File: src/rtl/sw_debounce.sv
// sw_debounce
//   Front end for the board slide switches. Each switch bit is first
//   synchronized into clk, then debounced. The debounced vector is
//   published as sw_db, with one-cycle rise/fall pulses per bit.
//
// Ports
//   clk      in   1      system clock
//   rst      in   1      synchronous reset, active-high
//   sw       in   WIDTH  raw asynchronous switch pins
//   sw_db    out  WIDTH  debounced switch state
//   sw_rise  out  WIDTH  1-cycle pulse on a 0->1 change of sw_db
//   sw_fall  out  WIDTH  1-cycle pulse on a 1->0 change of sw_db
//   changed  out  1      1-cycle pulse, OR of all rise/fall bits
//
// Per-bit debounce state (derived, not stored):
//   state    | meaning
//   STABLE   | sync_q[i] == sw_db[i]; counter held at 0
//   PENDING  | sync_q[i] != sw_db[i]; counting consecutive disagreeing edges
module sw_debounce #(
  parameter int WIDTH           = 8,
  parameter int SYNC_STAGES     = 2,
  parameter int DEBOUNCE_CYCLES = 1_000_000
) (
  input  logic             clk,
  input  logic             rst,
  input  logic [WIDTH-1:0] sw,
  output logic [WIDTH-1:0] sw_db,
  output logic [WIDTH-1:0] sw_rise,
  output logic [WIDTH-1:0] sw_fall,
  output logic             changed
);

  // A single-cycle debounce still needs a 1-bit counter to exist.
  localparam int CW = (DEBOUNCE_CYCLES > 1) ? $clog2(DEBOUNCE_CYCLES) : 1;
  localparam logic [CW-1:0] CNT_LAST = CW'(DEBOUNCE_CYCLES - 1);

  logic [WIDTH-1:0] sync_r [SYNC_STAGES];
  logic [WIDTH-1:0] sync_q;
  logic [CW-1:0]    cnt    [WIDTH];
  logic [WIDTH-1:0] pending;
  logic [WIDTH-1:0] fire;

  always_ff @(posedge clk) begin
    if (rst) begin
      for (int s = 0; s < SYNC_STAGES; s++) begin
        sync_r[s] <= '0;
      end
    end else begin
      sync_r[0] <= sw;
      for (int s = 1; s < SYNC_STAGES; s++) begin
        sync_r[s] <= sync_r[s-1];
      end
    end
  end

  assign sync_q = sync_r[SYNC_STAGES-1];

  // A bit fires on the edge where it has already disagreed for
  // DEBOUNCE_CYCLES-1 edges and still disagrees.
  always_comb begin
    pending = sync_q ^ sw_db;
    fire    = '0;
    for (int i = 0; i < WIDTH; i++) begin
      fire[i] = pending[i] && (cnt[i] == CNT_LAST);
    end
  end

  always_ff @(posedge clk) begin
    if (rst) begin
      for (int i = 0; i < WIDTH; i++) begin
        cnt[i] <= '0;
      end
    end else begin
      for (int i = 0; i < WIDTH; i++) begin
        if (!pending[i] || fire[i]) begin
          cnt[i] <= '0;
        end else begin
          cnt[i] <= cnt[i] + CW'(1);
        end
      end
    end
  end

  // Pulses are registered alongside sw_db so they coincide with its change.
  always_ff @(posedge clk) begin
    if (rst) begin
      sw_db   <= '0;
      sw_rise <= '0;
      sw_fall <= '0;
      changed <= 1'b0;
    end else begin
      sw_db   <= (sw_db & ~fire) | (sync_q & fire);
      sw_rise <= fire & sync_q;
      sw_fall <= fire & ~sync_q;
      changed <= |fire;
    end
  end

endmodule

File: config.mk
export PLATFORM = sky130hd
export DESIGN_NAME = sw_debounce
export DESIGN_NICKNAME = d
export VERILOG_FILES = /design/src/rtl/sw_debounce.sv
export SDC_FILE = /design/constraint.sdc
export NUM_CORES = 1
export LEC_CHECK = 0
export ABC_CLOCK_PERIOD_IN_PS = 2500
export CAP_MARGIN = 30
export CORE_ASPECT_RATIO = 0.9
export CORE_MARGIN = 5
export CORE_UTILIZATION = 55
export DETAILED_ROUTE_END_ITERATION = 10
export HOLD_SLACK_MARGIN = 0.05
export PLACE_DENSITY = 0.73
export SYNTH_ARGS = -nofsm -noshare
export SYNTH_HDL_FRONTEND = slang
export SYNTH_SLANG_ARGS = --single-unit
File: constraint.sdc
create_clock -name clk -period 2.5 [get_ports clk]
set_input_delay 0.5 -clock clk [delete_from_list [all_inputs] [get_ports clk]]
set_output_delay 0.5 -clock clk [all_outputs]
set_load 0.02 [all_outputs]
==> results of run 1 <==
[logic make-up after synthesis]
family	share of synthesized area (%)
adder cells (fa/ha/maj)	0.969
other	0.0363
multiplexers	0.194
AND/OR/NAND/NOR	25.8
flip-flops	54.4
XOR/XNOR	8.22
AO/OA/AOI/OAI	8.09
buffers and inverters	2.24
[area by class of cell]
cell class	count	area, sq um
Fill cell	1452	5990
Sequential cell	201	5630
Multi-Input combinational cell	877	5070
Clock buffer	26	607
Timing Repair Buffer	51	475
Tap cell	245	307
Clock inverter	14	234
Inverter	24	90.1
[layout by cell type (no fill, tap or decap), types with 4 or more instances in the layout]
cell type        count
o21ai_1              4
inv_1               24
nand3_1             56
and3_1              15
edfxtp_1           160
o31ai_1             28
and2_1              14
conb_1             160
clkdlybuf4s50_1     33
clkbuf_16           23
xnor2_1             50
ha_1                 8
or2_2                4
dfxtp_1             41
or3_1               34
nand4_1             40
or4_1               32
nor4b_1             16
o21ai_0             33
nor2b_1             20
xor2_1              47
o211ai_1             4
or4b_1               4
bufinv_16            6
buf_4               16
nand2_1             52
a21oi_1             61
nor3_1              11
nor4_1              25
nor2_1             109
and4_1              14
[through the flow]
step                      total power [W]  hold WS (ns)  instances
after floorplan                   0.00411         0.414       1132
after global placement            0.00420         0.419       1398
after detailed placement          0.00421         0.427       1398
after CTS                         0.00791         0.445       1438
after global routing              0.00814         0.466       1438
final                             0.00783         0.440       1438
[worst paths after layout]
check             cells after the start         start  slack [ns]      endpoint
hold reg to reg                       1  sync_r[0][0]        0.44  sync_r[0][8]
hold / removal                        1  sync_r[0][0]        0.44  sync_r[0][8]
setup reg to reg                      5     cnt[0][0]        0.23    cnt[0][18]
setup / recovery                      5     cnt[0][0]        0.23    cnt[0][18]
[power by group through the flow]
stage / combinational (W) / sequential (W) / clock, W
2_1_floorplan: 0.000217 / 0.00389 / 0
3_3_place_gp: 0.000269 / 0.00393 / 0
3_5_place_dp: 0.000272 / 0.00393 / 0
4_1_cts: 0.000275 / 0.00386 / 0.00377
5_1_grt: 0.000326 / 0.00388 / 0.00394
6_report: 0.000281 / 0.00386 / 0.00369
[metal layers]
metal  routed length [um]  track usage, %
met3                  743            2.65
met4                  408            4.46
met2                 9330            30.5
met1                 9480            26.3
met5                    0               0
[flip-flops by register name, summed over array words and instances, names as in the netlist, named ones only]
signal   count
cnt        160
sync_r      16
sw_fall      8
changed      1
sw_rise      8
[worst max-delay path, stage by stage, from the launching register on]
cell      delay, ns
edfxtp_1       0.42
ha_1           0.23
nand2_1        0.16
or4_1          0.67
or4_1          0.51
a21oi_1        0.14
==> summary.md, run 1 <==
| Metric | Value |
|---|---|
| Leak | 4.17 nW |
| Clock Latency Late Sink | 0.50 ns |
| Hold Crit Class | flip-flop to flip-flop |
| Synth top cells by count | 160 x edfxtp_1, 109 x nor2_1, 61 x a21oi_1, 56 x nand3_1, 52 x nand2_1 |
| Max Cap Violations | 0 |
| Std cell rows | 47 |
| Seq pwr share | 49.3% |
| Area growth from synthesis to layout | 20.1% |
| Cts hold-fix bufs | 0 |
| # DRC | 0 |
| Async set or reset register ratio after synthesis | 0% |
| Number of synthesized flops with an enable pin | 160 |
| PD cells | 631 mW/mm^2 |
| Post-cts sizing count | 0 |
| Netlist cell types | 53 |
| Sequential cell area fraction in the yosys report | 54.4% |
| Clk network pwr share | 47.1% |
| Synth Register Bits | 201 |
| CTS Buffer Depth | 3 |
| Worst Slack Setup Final | 0.234 ns |
| Die W | 154 um |
| Synth top area share | 46.5% |
| First-pass GRT wire length | 34,700 um |
| Critical path arrival | 2.63 ns |
| Final hold vios | 0 |
| Final period util | 90.6% |
| Post-place instance area | 0.0116 sq mm |
| Port bufs | 34 |
| First DRT Iteration DRCs | 448 |
| CP max FO | 7 |
| Post-route cell area | 0.0124 sq mm |
| DRT antenna net count | 0 |
| Fin nets | 1,195 |
| RSZ-0062 raised after global routing | false |
| Post-Syn Area | 0.0103 sq mm |
| Yosys warns | 0 |
| Status | completed |
| Post-CTS Setup Repair Bufs | 0 |
| Post-Route WL | 20,000 um |
| Gpl congestion | 0.836 |
| Number of antenna violations at the first check in global routing | 0 |
| Gate power share | 3.6% |
| CTS tree | built |
| Util after Layout | 67.4% |
| Via Count | 7,736 |
| Via density | 5.38 |
| Routed wire per std cell | 13.9 um |
| Starting density of the core | 56.1% |
| DP HPWL | 14,000 um |
| Slew Viols, Final | 0 |
| Cells after synthesis | 973 |
| Largest vdd supply drop | 0.513 mV |
| Place WS | 0.240 ns |
| Worst Path Required | 2.86 ns |
| Sw Pwr | 0.00162 W |
| Core area | 0.0184 sq mm |
| Worst Clk Skew | 0.00834 ns |
| Gr usage total | 18.6% |
| Cell taking the most area after synthesis | edfxtp_1 |
| Worst rel slew slack | 58.3% |
| Int Pwr | 0.00621 W |
| Nature of the critical path startpoint | flip-flop |
| Most instantiated library cell after synthesis | edfxtp_1 |
| Max frequency | 441 MHz |
| Ports | 35 |
| GR Overflow Total | 0 |
| Sink Count | 201 |
| Sw frac | 20.7% |
| Clock root buffer | clkbuf_16 |
| Worst slew pin tran | 0.620 ns |
| Ant diodes | 0 |
| H-tree depth | 1 |
| CP endpoint kind | flip-flop |
| CTS buffer count | 22 |
| Tmin final | 2.27 ns |
| Largest net degree at the start of global routing | 27 |
| Endpoints failing setup | 0 |
| Share of cells above drive strength 1 | 6.45% |
| Setup TNS | 0 ns |
| Die height | 140 um |
| Avg Inst Size Synth | 10.6 sq um |
| Clock transition at path regs | 0.06 ns |
| Top cells by area, synth | edfxtp_1 46%, dfxtp_1 7.9%, xnor2_1 4.2%, xor2_1 4.0%, nor2_1 4.0% |
| Drt first pass iters | 5 |
| CP Class | flip-flop to flip-flop |
| Via count of the first global-routing pass | 7,511 |
| Die Area | 0.0216 sq mm |
| Main synth FF type | edfxtp_1 |
(Power assumes the default switching activity.)
==> run 2, diff against run 1 <==
--- a/config.mk
+++ b/config.mk
@@ -7,7 +7,7 @@
 export LEC_CHECK = 0
 export ABC_CLOCK_PERIOD_IN_PS = 2500
 export CAP_MARGIN = 30
-export CORE_ASPECT_RATIO = 0.9
+export CORE_ASPECT_RATIO = 0.6
 export CORE_MARGIN = 5
 export CORE_UTILIZATION = 55
 export DETAILED_ROUTE_END_ITERATION = 10
==> summary.md, run 2 (synthesis gave the netlist of run 1 again) <==
| Metric | Value |
|---|---|
| Post-CTS Setup Repair Bufs | 0 (unchanged) |
| Seq. cell area | 0.00563 sq mm (unchanged) |
| Area growth from synthesis to layout | 19.2% |
| Max Cap Violations | 0 (unchanged) |
| Clock Latency Late Sink | 0.49 ns (about the same) |
| Via count of the first global-routing pass | 7,282 (-3.0%) |
| Tot Pwr | 0.00728 W (-7.0%) |
| Worst Path Required | 2.73 ns (-0.13 ns) |
| Die height | 116 um (-17%) |
| Setup TNS | 0 ns (unchanged) |
| DP HPWL | 14,700 um (+5.1%) |
| CP max FO | 15 (+8) |
| Fillcell total | 1,477 (+1.7%) |
| Clock transition at path regs | 0.07 ns (about the same) |
| Crit path largest cell delay | 0.59 ns (-0.08 ns) |
| Largest net degree at the start of global routing | 33 (+22%) |
| CTS Buffer Depth | 3 (unchanged) |
| Highest-count cells in the layout ignoring fill and taps | 160 x edfxtp_1, 160 x conb_1, 109 x nor2_1 |
| Top reg by flops | cnt |
| Max reg flops | 160 (unchanged) |
| Via Count | 7,845 (+1.4%) |
| Worst Clk Skew | 0.0126 ns (+0.00429 ns) |
| Multi-input gate area | 0.00507 sq mm (unchanged) |
| Critical path arrival | 2.55 ns (-0.08 ns) |
| Core area | 0.0183 sq mm (-0.81%) |
| Number of antenna violations at the first check in global routing | 0 (unchanged) |
| First DRT Iteration DRCs | 578 (+29%) |
| CP max-delay cell | or4_4 |
| First-pass GRT wire length | 35,600 um (+2.7%) |
| CTS tree | built |
| PD cells | 591 mW/mm^2 (-6.3%) |
| # DRC | 0 (unchanged) |
| Share of cells above drive strength 1 | 6.53% (+0.073 points) |
| Gr usage total | 19.4% (+0.81 points) |
| CP cell instances | or4b_1 > or4_4 > o21ai_4 > buf_12 > a21oi_1 |
| Status | completed |
| Nature of the critical path startpoint | flip-flop |
| Die Area | 0.0217 sq mm (+0.40%) |
| Largest vdd supply drop | 0.386 mV (-25%) |
| Clock root buffer | clkbuf_16 |
| Post-place instance area | 0.0116 sq mm (+0.38%) |
| Routed wire per std cell | 14.3 um (+3.3%) |
| Sink Count | 201 (unchanged) |
| Final hold vios | 0 (unchanged) |
| Slew Viols, Final | 0 (unchanged) |
| Post-cts sizing count | 0 (unchanged) |
| Post-route cell area | 0.0123 sq mm (-0.80%) |
| Drt first pass iters | 5 (unchanged) |
| GR Overflow Total | 0 (unchanged) |
| Ports | 35 (unchanged) |
| Fin nets | 1,199 (+0.33%) |
| CTS buffer count | 21 (-4.5%) |
| Biggest regs | cnt: 160 flops, sync_r: 16 flops |
| Tmin final | 2.32 ns (+0.0528 ns) |
| Port bufs | 34 (unchanged) |
| Post-Route WL | 20,600 um (+3.1%) |
| Starting density of the core | 56.6% (+0.46 points) |
| RSZ-0062 raised after global routing | false |
| Endpoints failing setup | 0 (unchanged) |
| Leak | 4.14 nW (-0.66%) |
| Via density | 5.47 (+1.6%) |
| Worst rel slew slack | 56.7% (-1.6 points) |
| Worst slew pin tran | 0.644 ns (+0.0239 ns) |
| Die W | 187 um (+21%) |
| H-tree depth | 1 (unchanged) |
| Cts hold-fix bufs | 0 (unchanged) |
| Hold Crit Class | flip-flop to flip-flop |
| Std cell rows | 38 (-19%) |
| Gpl congestion | 0.835 (-0.13%) |
| Final period util | 92.8% (+2.1 points) |
| CP Class | flip-flop to flip-flop |
| CP endpoint kind | flip-flop |
| DRT antenna net count | 0 (unchanged) |
| Ant diodes | 0 (unchanged) |
| Max frequency | 431 MHz (-2.3%) |
| Worst reg2reg setup slack | 0.18 ns (-0.05 ns) |
run 2: cell types whose count changed in the layout (fill, tap and decap cells not counted):
| cell | delta |
|---|---|
| buf_12 | +1 |
| clkinv_2 | +2 |
| clkinv_4 | -3 |
| clkbuf_1 | +2 |
| buf_4 | +4 |
| bufinv_16 | -6 |
| inv_6 | +1 |
| clkbuf_8 | +4 |
| inv_4 | -1 |
| clkinv_1 | -1 |
| clkinvlp_4 | -1 |
run 2: power breakdown:
group	switching, W	internal [W]	total [W]
clock network	0.00128	0.00185	0.00313
logic	0.000172	0.000120	0.000291
registers	0.000129	0.00373	0.00386
total	0.00158	0.00570	0.00728
run 2: final timing paths:
check	startpoint	end	depth (start not counted)
max	cnt[1][31]	cnt[1][39]	5
min reg2reg	sync_r[0][1]	sync_r[0][9]	1
min	sync_r[0][1]	sync_r[0][9]	1
max reg2reg	cnt[1][31]	cnt[1][39]	5
run 2: routing by layer:
layer | GRT usage (%) | vias to the layer above | wire, um
met5 | 0 | - | 0
met4 | 3.50 | 0 | 337
met3 | 2.69 | 28 | 858
met2 | 29.6 | 161 | 8680
met1 | 30.1 | 3713 | 10700
li1 | - | 3943 | -
run 2: through the flow:
| step | util, % | instances | hold WS, ns | setup WS (ns) |
|---|---|---|---|---|
| 3_3_place_gp | 63.6 | 1398 | 0.418 | 0.275 |
| 5_1_grt | 67.4 | 1435 | 0.459 | 0.113 |
| 6_report | 67.4 | 1435 | 0.435 | 0.181 |
| 3_5_place_dp | 63.6 | 1398 | 0.424 | 0.214 |
| 4_1_cts | 67.4 | 1435 | 0.444 | 0.199 |
| 2_1_floorplan | - | 1132 | 0.414 | 0.295 |
run 2: worst max-delay path, delay by kind of cell (launching register included):
kind | cells | cell delay, ns
flops | 1 | 0.46
buf+inv | 1 | 0.17
simple gates | 2 | 1.15
compound gates | 2 | 0.27
run 2: layout make-up:
class / count / area share (%)
sequential: 201 / 45.7
tap: 240 / 2.44
multi-input combinational: 877 / 41.2
inverter: 24 / 0.732
clock inverter: 5 / 0.234
clock buffer: 32 / 5.44
timing repair buffer: 56 / 4.27
